File: src/rtl/uart_tx_ctrl_if.sv
// Byte handshake between a transmit source and the UART transmit controller.
// The source offers tx_data with tx_valid; the controller answers with tx_ready.
interface uart_tx_ctrl_if #(
    parameter int DATA_BITS = 8
) ();

    logic [DATA_BITS-1:0] tx_data;
    logic                 tx_valid;
    logic                 tx_ready;

    modport master (
        output tx_data,
        output tx_valid,
        input  tx_ready
    );

    modport slave (
        input  tx_data,
        input  tx_valid,
        output tx_ready
    );

endinterface

File: src/rtl/uart_tx_ctrl.sv
// UART transmit controller: start, DATA_BITS LSB first, stop bit(s), one per baud tick.
// Define UART_TX_PARITY_EN to insert a parity bit after the last data bit.
module uart_tx_ctrl #(
    parameter int DATA_BITS  = 8,
    parameter int STOP_BITS  = 1,
    parameter int PARITY_ODD = 0
) (
    input  logic          clk,
    input  logic          rst,
    input  logic          in_i,
    uart_tx_ctrl_if.slave tx_if,
    input  logic          clk_bps_i,
    output logic          bps_start_o,
    output logic          tx_o,
    output logic          tx_busy_o,
    output logic          tx_done_o
);

    if (DATA_BITS < 5 || DATA_BITS > 8 || STOP_BITS < 1 || STOP_BITS > 2 ||
        PARITY_ODD < 0 || PARITY_ODD > 1) begin : g_bad_cfg
        $error("uart_tx_ctrl: unsupported parameter set");
    end

    typedef enum logic [2:0] {
        IDLE,
        WAIT,
        START,
        DATA,
`ifdef UART_TX_PARITY_EN
        PARITY,
`endif
        STOP,
        DONE
    } state_e;

    localparam logic [3:0] LAST_BIT  = 4'(DATA_BITS);
    localparam logic [1:0] LAST_STOP = 2'(STOP_BITS);

    state_e               state_q;
    logic [DATA_BITS-1:0] shift_q;
    logic [3:0]           bitcnt_q;
    logic [1:0]           stopcnt_q;
    logic                 tx_q;
    logic                 bps_q;
    logic                 busy_q;
    logic                 done_q;
    logic                 ready_q;
    logic                 accept;

`ifdef UART_TX_PARITY_EN
    logic par_q;
    logic par_d;

    // Parity is frozen from the byte as it is accepted.
    assign par_d = (^tx_if.tx_data) ^ (PARITY_ODD != 0);
`endif

    assign accept = tx_if.tx_valid && ready_q;

    always_ff @(posedge clk) begin
        if (rst) begin
            state_q   <= IDLE;
            shift_q   <= '0;
            bitcnt_q  <= '0;
            stopcnt_q <= '0;
            tx_q      <= 1'b1;
            bps_q     <= 1'b0;
            busy_q    <= 1'b0;
            done_q    <= 1'b0;
            ready_q   <= 1'b0;
`ifdef UART_TX_PARITY_EN
            par_q     <= 1'b0;
`endif
        end else if (!in_i) begin
            // Disable abandons any partial frame without a done pulse.
            state_q   <= IDLE;
            bitcnt_q  <= '0;
            stopcnt_q <= '0;
            tx_q      <= 1'b1;
            bps_q     <= 1'b0;
            busy_q    <= 1'b0;
            done_q    <= 1'b0;
            ready_q   <= 1'b0;
        end else begin
            unique case (state_q)
                IDLE: begin
                    tx_q   <= 1'b1;
                    done_q <= 1'b0;
                    if (accept) begin
                        shift_q <= tx_if.tx_data;
`ifdef UART_TX_PARITY_EN
                        par_q   <= par_d;
`endif
                        state_q <= WAIT;
                        bps_q   <= 1'b1;
                        busy_q  <= 1'b1;
                        ready_q <= 1'b0;
                    end else begin
                        ready_q <= 1'b1;
                    end
                end
                WAIT: begin
                    if (clk_bps_i) begin
                        state_q <= START;
                        tx_q    <= 1'b0;
                    end
                end
                START: begin
                    if (clk_bps_i) begin
                        state_q  <= DATA;
                        tx_q     <= shift_q[0];
                        shift_q  <= shift_q >> 1;
                        bitcnt_q <= 4'd1;
                    end
                end
                DATA: begin
                    if (clk_bps_i) begin
                        if (bitcnt_q < LAST_BIT) begin
                            tx_q     <= shift_q[0];
                            shift_q  <= shift_q >> 1;
                            bitcnt_q <= bitcnt_q + 4'd1;
                        end else begin
`ifdef UART_TX_PARITY_EN
                            state_q   <= PARITY;
                            tx_q      <= par_q;
`else
                            state_q   <= STOP;
                            tx_q      <= 1'b1;
                            stopcnt_q <= 2'd1;
`endif
                        end
                    end
                end
`ifdef UART_TX_PARITY_EN
                PARITY: begin
                    if (clk_bps_i) begin
                        state_q   <= STOP;
                        tx_q      <= 1'b1;
                        stopcnt_q <= 2'd1;
                    end
                end
`endif
                STOP: begin
                    if (clk_bps_i) begin
                        if (stopcnt_q < LAST_STOP) begin
                            stopcnt_q <= stopcnt_q + 2'd1;
                        end else begin
                            state_q <= DONE;
                            tx_q    <= 1'b1;
                            bps_q   <= 1'b0;
                            busy_q  <= 1'b0;
                            done_q  <= 1'b1;
                        end
                    end
                end
                DONE: begin
                    state_q <= IDLE;
                    tx_q    <= 1'b1;
                    done_q  <= 1'b0;
                    ready_q <= 1'b1;
                end
                default: begin
                    state_q <= IDLE;
                    tx_q    <= 1'b1;
                    bps_q   <= 1'b0;
                    busy_q  <= 1'b0;
                    done_q  <= 1'b0;
                    ready_q <= 1'b0;
                end
            endcase
        end
    end

    assign tx_if.tx_ready = ready_q;
    assign bps_start_o    = bps_q;
    assign tx_o           = tx_q;
    assign tx_busy_o      = busy_q;
    assign tx_done_o      = done_q;

endmodule

File: src/flat_wrapper.sv
// flat-port wrapper written by rule: the top's interface ports become plain ports
module uart_tx_ctrl_flat 
#(
    parameter int DATA_BITS  = 8,
    parameter int STOP_BITS  = 1,
    parameter int PARITY_ODD = 0
)
  (clk, rst, in_i, clk_bps_i, bps_start_o, tx_o, tx_busy_o, tx_done_o, tx_if_tx_data, tx_if_tx_valid, tx_if_tx_ready);
  uart_tx_ctrl_if #(.DATA_BITS(DATA_BITS)) tx_if_i ();
  input  logic clk;
  input  logic rst;
  input  logic in_i;
  input  logic clk_bps_i;
  output logic bps_start_o;
  output logic tx_o;
  output logic tx_busy_o;
  output logic tx_done_o;
  input wire logic [$bits(tx_if_i.tx_data)-1:0] tx_if_tx_data;
  input wire logic [$bits(tx_if_i.tx_valid)-1:0] tx_if_tx_valid;
  output wire logic [$bits(tx_if_i.tx_ready)-1:0] tx_if_tx_ready;
  assign tx_if_i.tx_data = tx_if_tx_data;
  assign tx_if_i.tx_valid = tx_if_tx_valid;
  assign tx_if_tx_ready = tx_if_i.tx_ready;
  uart_tx_ctrl #(.DATA_BITS(DATA_BITS), .STOP_BITS(STOP_BITS), .PARITY_ODD(PARITY_ODD)) u_core (.clk(clk), .rst(rst), .in_i(in_i), .tx_if(tx_if_i), .clk_bps_i(clk_bps_i), .bps_start_o(bps_start_o), .tx_o(tx_o), .tx_busy_o(tx_busy_o), .tx_done_o(tx_done_o));
endmodule
File: config.mk
export PLATFORM = sky130hd
export DESIGN_NAME = uart_tx_ctrl_flat
export DESIGN_NICKNAME = d
export VERILOG_FILES = /design/src/rtl/uart_tx_ctrl_if.sv /design/src/rtl/uart_tx_ctrl.sv /design/src/flat_wrapper.sv
export SDC_FILE = /design/constraint.sdc
export NUM_CORES = 1
export LEC_CHECK = 0
export CAP_MARGIN = 40
export CORE_MARGIN = 2
export CORE_UTILIZATION = 43
export DETAILED_ROUTE_END_ITERATION = 6
export PLACE_DENSITY = 0.66
export REMOVE_ABC_BUFFERS = 1
export SYNTH_ARGS = -nofsm -noshare
export SYNTH_HDL_FRONTEND = slang
export SYNTH_SLANG_ARGS = --single-unit
File: constraint.sdc
create_clock -name clk -period 2.2 [get_ports clk]
set_input_delay 0.44 -clock clk [delete_from_list [all_inputs] [get_ports clk]]
set_output_delay 0.44 -clock clk [all_outputs]
set_load 0.1 [all_outputs]
# ---- Yosys cells after proc, flatten, opt, wreduce, memory -nomap -nowiden
# Index checks and enable logic that the tools add are counted.
dict set report word_totals {
  inputBits 13
  reg_bits 21
}
dict set report classes {
  n_lt_le_gt_ge 2
  mux 36
  n_reduce_logical 16
  n_addsub 2
  n_bitwise 3
  eq_ne 14
}
# op count
set ops {}
lappend ops {{8-bit 2-to-1 mux} 4}
lappend ops {{8-bit case mux with 3 select lines} 1}
lappend ops {{3-bit 2-to-1 mux} 7}
lappend ops {{3-bit case mux with 5 select lines} 1}
lappend ops {{4-bit 2-to-1 mux} 3}
lappend ops {{2-bit != test, second input constant} 6}
lappend ops {{1-bit 2-to-1 mux} 10}
lappend ops {{5-bit AND reduction} 2}
lappend ops {{2-bit 2-to-1 mux} 4}
lappend ops {{4-bit case mux with 2 select lines} 1}
lappend ops {{4-bit AND reduction} 2}
lappend ops {{4-bit OR reduction} 2}
lappend ops {{7-bit AND reduction} 1}
lappend ops {{3-bit by 2-bit == test with 1-bit output, second input constant} 2}
lappend ops {{3-bit == test, second input constant} 2}
lappend ops {{2-bit by 1-bit != test with 1-bit output, second input constant} 3}
lappend ops {{1-bit case mux with 3 select lines} 2}
lappend ops {{6-bit AND reduction} 1}
lappend ops {{4-bit by 1-bit adder with 4-bit output, second input constant} 1}
lappend ops {{4-bit less-than comparator, second input constant} 1}
lappend ops {{1-bit case mux with 4 select lines} 1}
lappend ops {{2-bit case mux with 2 select lines} 1}
lappend ops {{2-bit nonzero test} 2}
lappend ops {{3-bit by 1-bit == test with 1-bit output, second input constant} 1}
lappend ops {{10 further kinds} 12}

# ---- Depth between registers and ports, before layout
dict set report depth {
  depth_word 4
  mapped_depth 6
  ltp_nobuf 6
}

# ---- Worst setup path after synthesis
# OpenSTA, ideal clock, no wires.
dict set report synth_timing {
  kind {flip-flop to flip-flop}
  start {register u_core.ready_q, in the netlist u_core.tx_if.tx_ready}
  end {register u_core.shift_q[0]}
  path_slack_ns 0.184
  t_arrival_ns 1.925
  n_path_buf 1
  stages_incl_launch_ff 6
  synth_period_minus_slack_ns 2.016
  required_time_ns 2.109
  setup_time_ns 0.091
  path_cell_list {dfxtp_1 a21oi_1 o21ai_2 buf_2 a21oi_1 a311oi_1}
}
dict set report synth_between {
  elab_chain_len 3
}
# item line_no
set synth_rtl {}
lappend synth_rtl {{start, declared} uart_tx_ctrl.sv:47} ;# logic ready_q;
lappend synth_rtl {{start signal, assigned} uart_tx_ctrl.sv:70} ;# ready_q <= 1'b0;
lappend synth_rtl {{start signal, assigned} uart_tx_ctrl.sv:83} ;# ready_q <= 1'b0;
lappend synth_rtl {{start signal, assigned} uart_tx_ctrl.sv:97} ;# ready_q <= 1'b0;
lappend synth_rtl {{1-bit logical AND} uart_tx_ctrl.sv:58} ;# assign accept = tx_if.tx_valid && ready_q;
lappend synth_rtl {{2-bit by 1-bit != test with 1-bit output (no source line)} -}
lappend synth_rtl {{6-bit AND reduction (no source line)} -}
lappend synth_rtl {{end signal, assigned} uart_tx_ctrl.sv:90} ;# shift_q <= tx_if.tx_data;
lappend synth_rtl {{end signal, assigned} uart_tx_ctrl.sv:112} ;# shift_q <= shift_q >> 1;
lappend synth_rtl {{end signal, assigned} uart_tx_ctrl.sv:120} ;# shift_q <= shift_q >> 1;
lappend synth_rtl {{end, declared} uart_tx_ctrl.sv:40} ;# logic [DATA_BITS-1:0] shift_q;
# Every way passes these cells.
# A chain may end at the register's enable or synchronous reset.

# ---- Final worst setup path
dict set report layout_timing {
  start {input clk_bps_i}
  end {register u_core.shift_q[2]}
}
dict set report layout_between {
  elab_chain_len 2
  elab_cells_between_ends 3
  cone_classes {eq/ne: 2; reduce/logical: 1}
}
# item line_no
set layout_rtl {}
lappend layout_rtl {{start, declared} flat_wrapper.sv:13} ;# input logic clk_bps_i;
lappend layout_rtl {{2-bit != test (no source line)} -}
lappend layout_rtl {{6-bit AND reduction (no source line) *} -}
# Every way passes the cells marked *; elsewhere a longest branch is shown, timed or not.

==> flow_metrics.py <==
metrics = {
    "run_status": {
        "outcome": "finished clean",
    },
    "worst_setup_path": {
        "critPathTopFamily": "compound AO/OA/AOI/OAI gates",
        "slowest_delay_ps": 550,
        "crit_required_ps": 2410,
        "cp_max_fo": 16,
        "path_class": "in2reg",
        "cp-end-kind": "flip-flop",
        "critPathBufInv": 1,
        "critPathSlowestCell": "clkdlybuf4s50_1",
        "cp-start-kind": "input port",
        "critical_path.cell_chain": "clkdlybuf4s50_1, a21bo_2, a21oi_4, a21oi_1, a311oi_1",
        "arrival_ps": 2010,
    },
    "sta": {
        "tns_ps": 0,
        "hold_viol": 0,
        "setup_viol": 0,
        "finClkSkew_ps": 2.76,
        "fin_crit_sh": 0.822,
        "fin_ws_ps": 393,
        "finalCriticalPeriod_ps": 1810,
        "maxSlewHeadroom": 0.639,
        "worstMarginPinSlew_ps": 541,
        "fmax_mhz": 553,
        "final-max-slew-violation-count": 0,
        "rsz0062_at_grt": "no",
    },
    "clock_tree": {
        "insertion_delay_ps": 290,
        "clk_path_buf_depth": 2,
        "cts_sinks": 21,
        "cts_tree": "done",
        "post_cts_buffers": 0,
        "cts_max_level": 1,
        "cts_root_buffer": "clkbuf_4",
        "holdBufCountCts": 0,
        "cts.clk_slew.worst_paths_ps": 110,
        "ctsResizeCount": 0,
        "numCtsBuffers": 3,
    },
    "logic_synthesis": {
        "ys.flop_type": "dfxtp_1",
        "yosysSeqAreaShare": 0.359,
        "yosys_warnings": 0,
        "synth_cells": 128,
        "syn_avg_cell_area_sq_um": 9.14,
        "synth_cell_types": 51,
        "synth-edff-count": 0,
        "netlist_area_sq_um": 1170,
        "synth_seq_cells": 21,
        "ys_async_sr_fraction": 0,
    },
    "pwr": {
        "seqPwrFrac": 0.570,
        "p_switching_w": 0.000191,
        "p_total_w": 0.000704,
        "sw_frac_of_total": 0.271,
        "power-per-cell-area_nw_per_um2": 515,
        "p_clk_frac": 0.263,
        "p_comb_frac": 0.168,
        "leakagePower_nw": 0.522,
        "vdd_drop_max_uv": 370,
        "p_int_w": 0.000513,
    },
    "placement": {
        "gp_routability_congestion": 0.769,
        "hpwl_um": 1810,
        "placed_area_sq_um": 1340,
        "portBuffers": 17,
        "preCtsSetupSlack_ps": 84.1,
    },
    "grt": {
        "grt_pass1_vias": 910,
        "gr-total-overflow": 0,
        "antenna_found_initial": 0,
        "grt_util_met1": 0.219,
        "grt-busiest-layer": "met2",
        "gr-usage-all-layers": 0.160,
        "grt_max_degree": 18,
        "groute.layer.met2.usage": 0.250,
        "grt_pass1_wl_um": 4050,
        "grtUsageMet3": 0.0279,
    },
    "die": {
        "fp-row-count": 18,
        "start_util": 0.464,
        "fp.coreArea_sq_um": 2520,
        "pin_count": 18,
        "die_h_um": 56.2,
        "die_area_sq_um": 3150,
        "die_w_um": 56.2,
    },
    "detailed_routing": {
        "drc": 0,
        "vias_per_cell": 5.81,
        "drt_first_iter_violations": 29,
        "first_pass_iters": 4,
        "vias": 1011,
        "drtAntennaViolNets": 0,
        "drt-total-wl_um": 2460,
        "routedWlPerCell_um": 14.1,
    },
    "cells_and_area": {
        "nNetsFinal": 160,
        "postLayoutCellArea_sq_um": 1370,
        "syn_to_final_growth_pct": 16.7,
        "antenna_cells": 0,
        "drive_above_1_share": 0.160,
        "final_util": 0.541,
    },
    "flow_run": {
        "max-cap-violations": 0,
    },
    "hold_path": {
        "hold_class": "reg2reg",
    },
}
==> area by class of cell <==
type	instances	area, sq um
Inverter	5	18.8
Tap cell	30	37.5
Multi-Input combinational cell	93	674
Fill cell	252	1160
Timing Repair Buffer	21	188
Clock buffer	4	26.3
Sequential cell	21	420
==> power groups by stage <==
stage | clock network [W] | registers, W | logic [W]
after detailed placement | 0 | 0.000409 | 0.000118
final | 0.000185 | 0.000401 | 0.000118
after floorplan | 0 | 0.000426 | 0.0000524
after global routing | 0.000208 | 0.000403 | 0.000127
after CTS | 0.000195 | 0.000401 | 0.000118
after global placement | 0 | 0.000409 | 0.000116
==> layout by cell type (no fill, tap or decap), types with 5 or more instances in the layout <==
| cell type | count |
|---|---|
| clkdlybuf4s50_1 | 12 |
| dfxtp_1 | 21 |
| a21oi_1 | 15 |
| buf_4 | 9 |
| a311oi_1 | 7 |
| nor2_1 | 5 |
| nand3_1 | 5 |
| mux2i_1 | 7 |
| nand2_1 | 5 |
==> logic make-up after synthesis <==
| kind of cell | Yosys count | share of synthesized area |
|---|---|---|
| XOR/XNOR | 1 | 0.00749 |
| adder cells (fa/ha/maj) | 2 | 0.0214 |
| buffers and inverters | 14 | 0.0642 |
| AND/OR/NAND/NOR | 34 | 0.178 |
| AO/OA/AOI/OAI | 49 | 0.310 |
| multiplexers | 7 | 0.0599 |
| flip-flops | 21 | 0.359 |
==> final timing paths <==
kind                         end  slack [ps]  cells after the start           startpoint
min          u_core.stopcnt_q[1]         480                      2  u_core.stopcnt_q[1]
max            u_core.shift_q[2]         390                      5            clk_bps_i
min reg2reg  u_core.stopcnt_q[1]         480                      2  u_core.stopcnt_q[1]
max reg2reg    u_core.state_q[2]         410                      3    u_core.state_q[1]
==> per-stage QoR <==
step / instances / hold WS, ps
3_5_place_dp: 170 / 466
3_3_place_gp: 170 / 446
4_1_cts: 174 / 482
5_1_grt: 174 / 500
2_1_floorplan: 119 / 437
6_report: 174 / 478
==> layer usage <==
metal,part of all wire,vias up,routed length [um]
li1,-,518,-
met1,0.49,474,1210
met2,0.46,17,1120
met3,0.042,2,103
met4,0.0061,0,15
met5,0,-,0
==> synth_stat cells (2+ instances only) <==
library cell  count  area share
dfxtp_1          21        0.36
a21oi_1          15       0.064
a311oi_1          7       0.052
mux2i_1           7       0.060
nand2_1           5       0.016
nand3_1           5       0.021
nor2_1            5       0.016
buf_2             3       0.013
buf_4             3       0.019
inv_1             3      0.0096
nand2b_1          3       0.016
o21ai_0           3       0.013
o21ai_1           3       0.013
clkbuf_1          2      0.0064
ha_1              2       0.021
inv_2             2      0.0064
nor2b_1           2       0.011
nor4_1            2       0.011
o211ai_1          2       0.013
o31ai_1           2       0.013
==> registers in the layout (all words and copies together), names as in the netlist <==
name and flops:
u_core.tx_done_o 1, u_core.bitcnt_q 4, u_core.shift_q 8, u_core.tx_if.tx_ready 1
u_core.tx_o 1, u_core.tx_busy_o 1, u_core.state_q 3, u_core.stopcnt_q 2
==> worst min-delay path, cell delays in order, from the launching register on <==
cell and delay [ps]:
dfxtp_1 330, nand3_1 60, o21ai_1 60
Note: power is estimated with default switching activity, not from simulation.
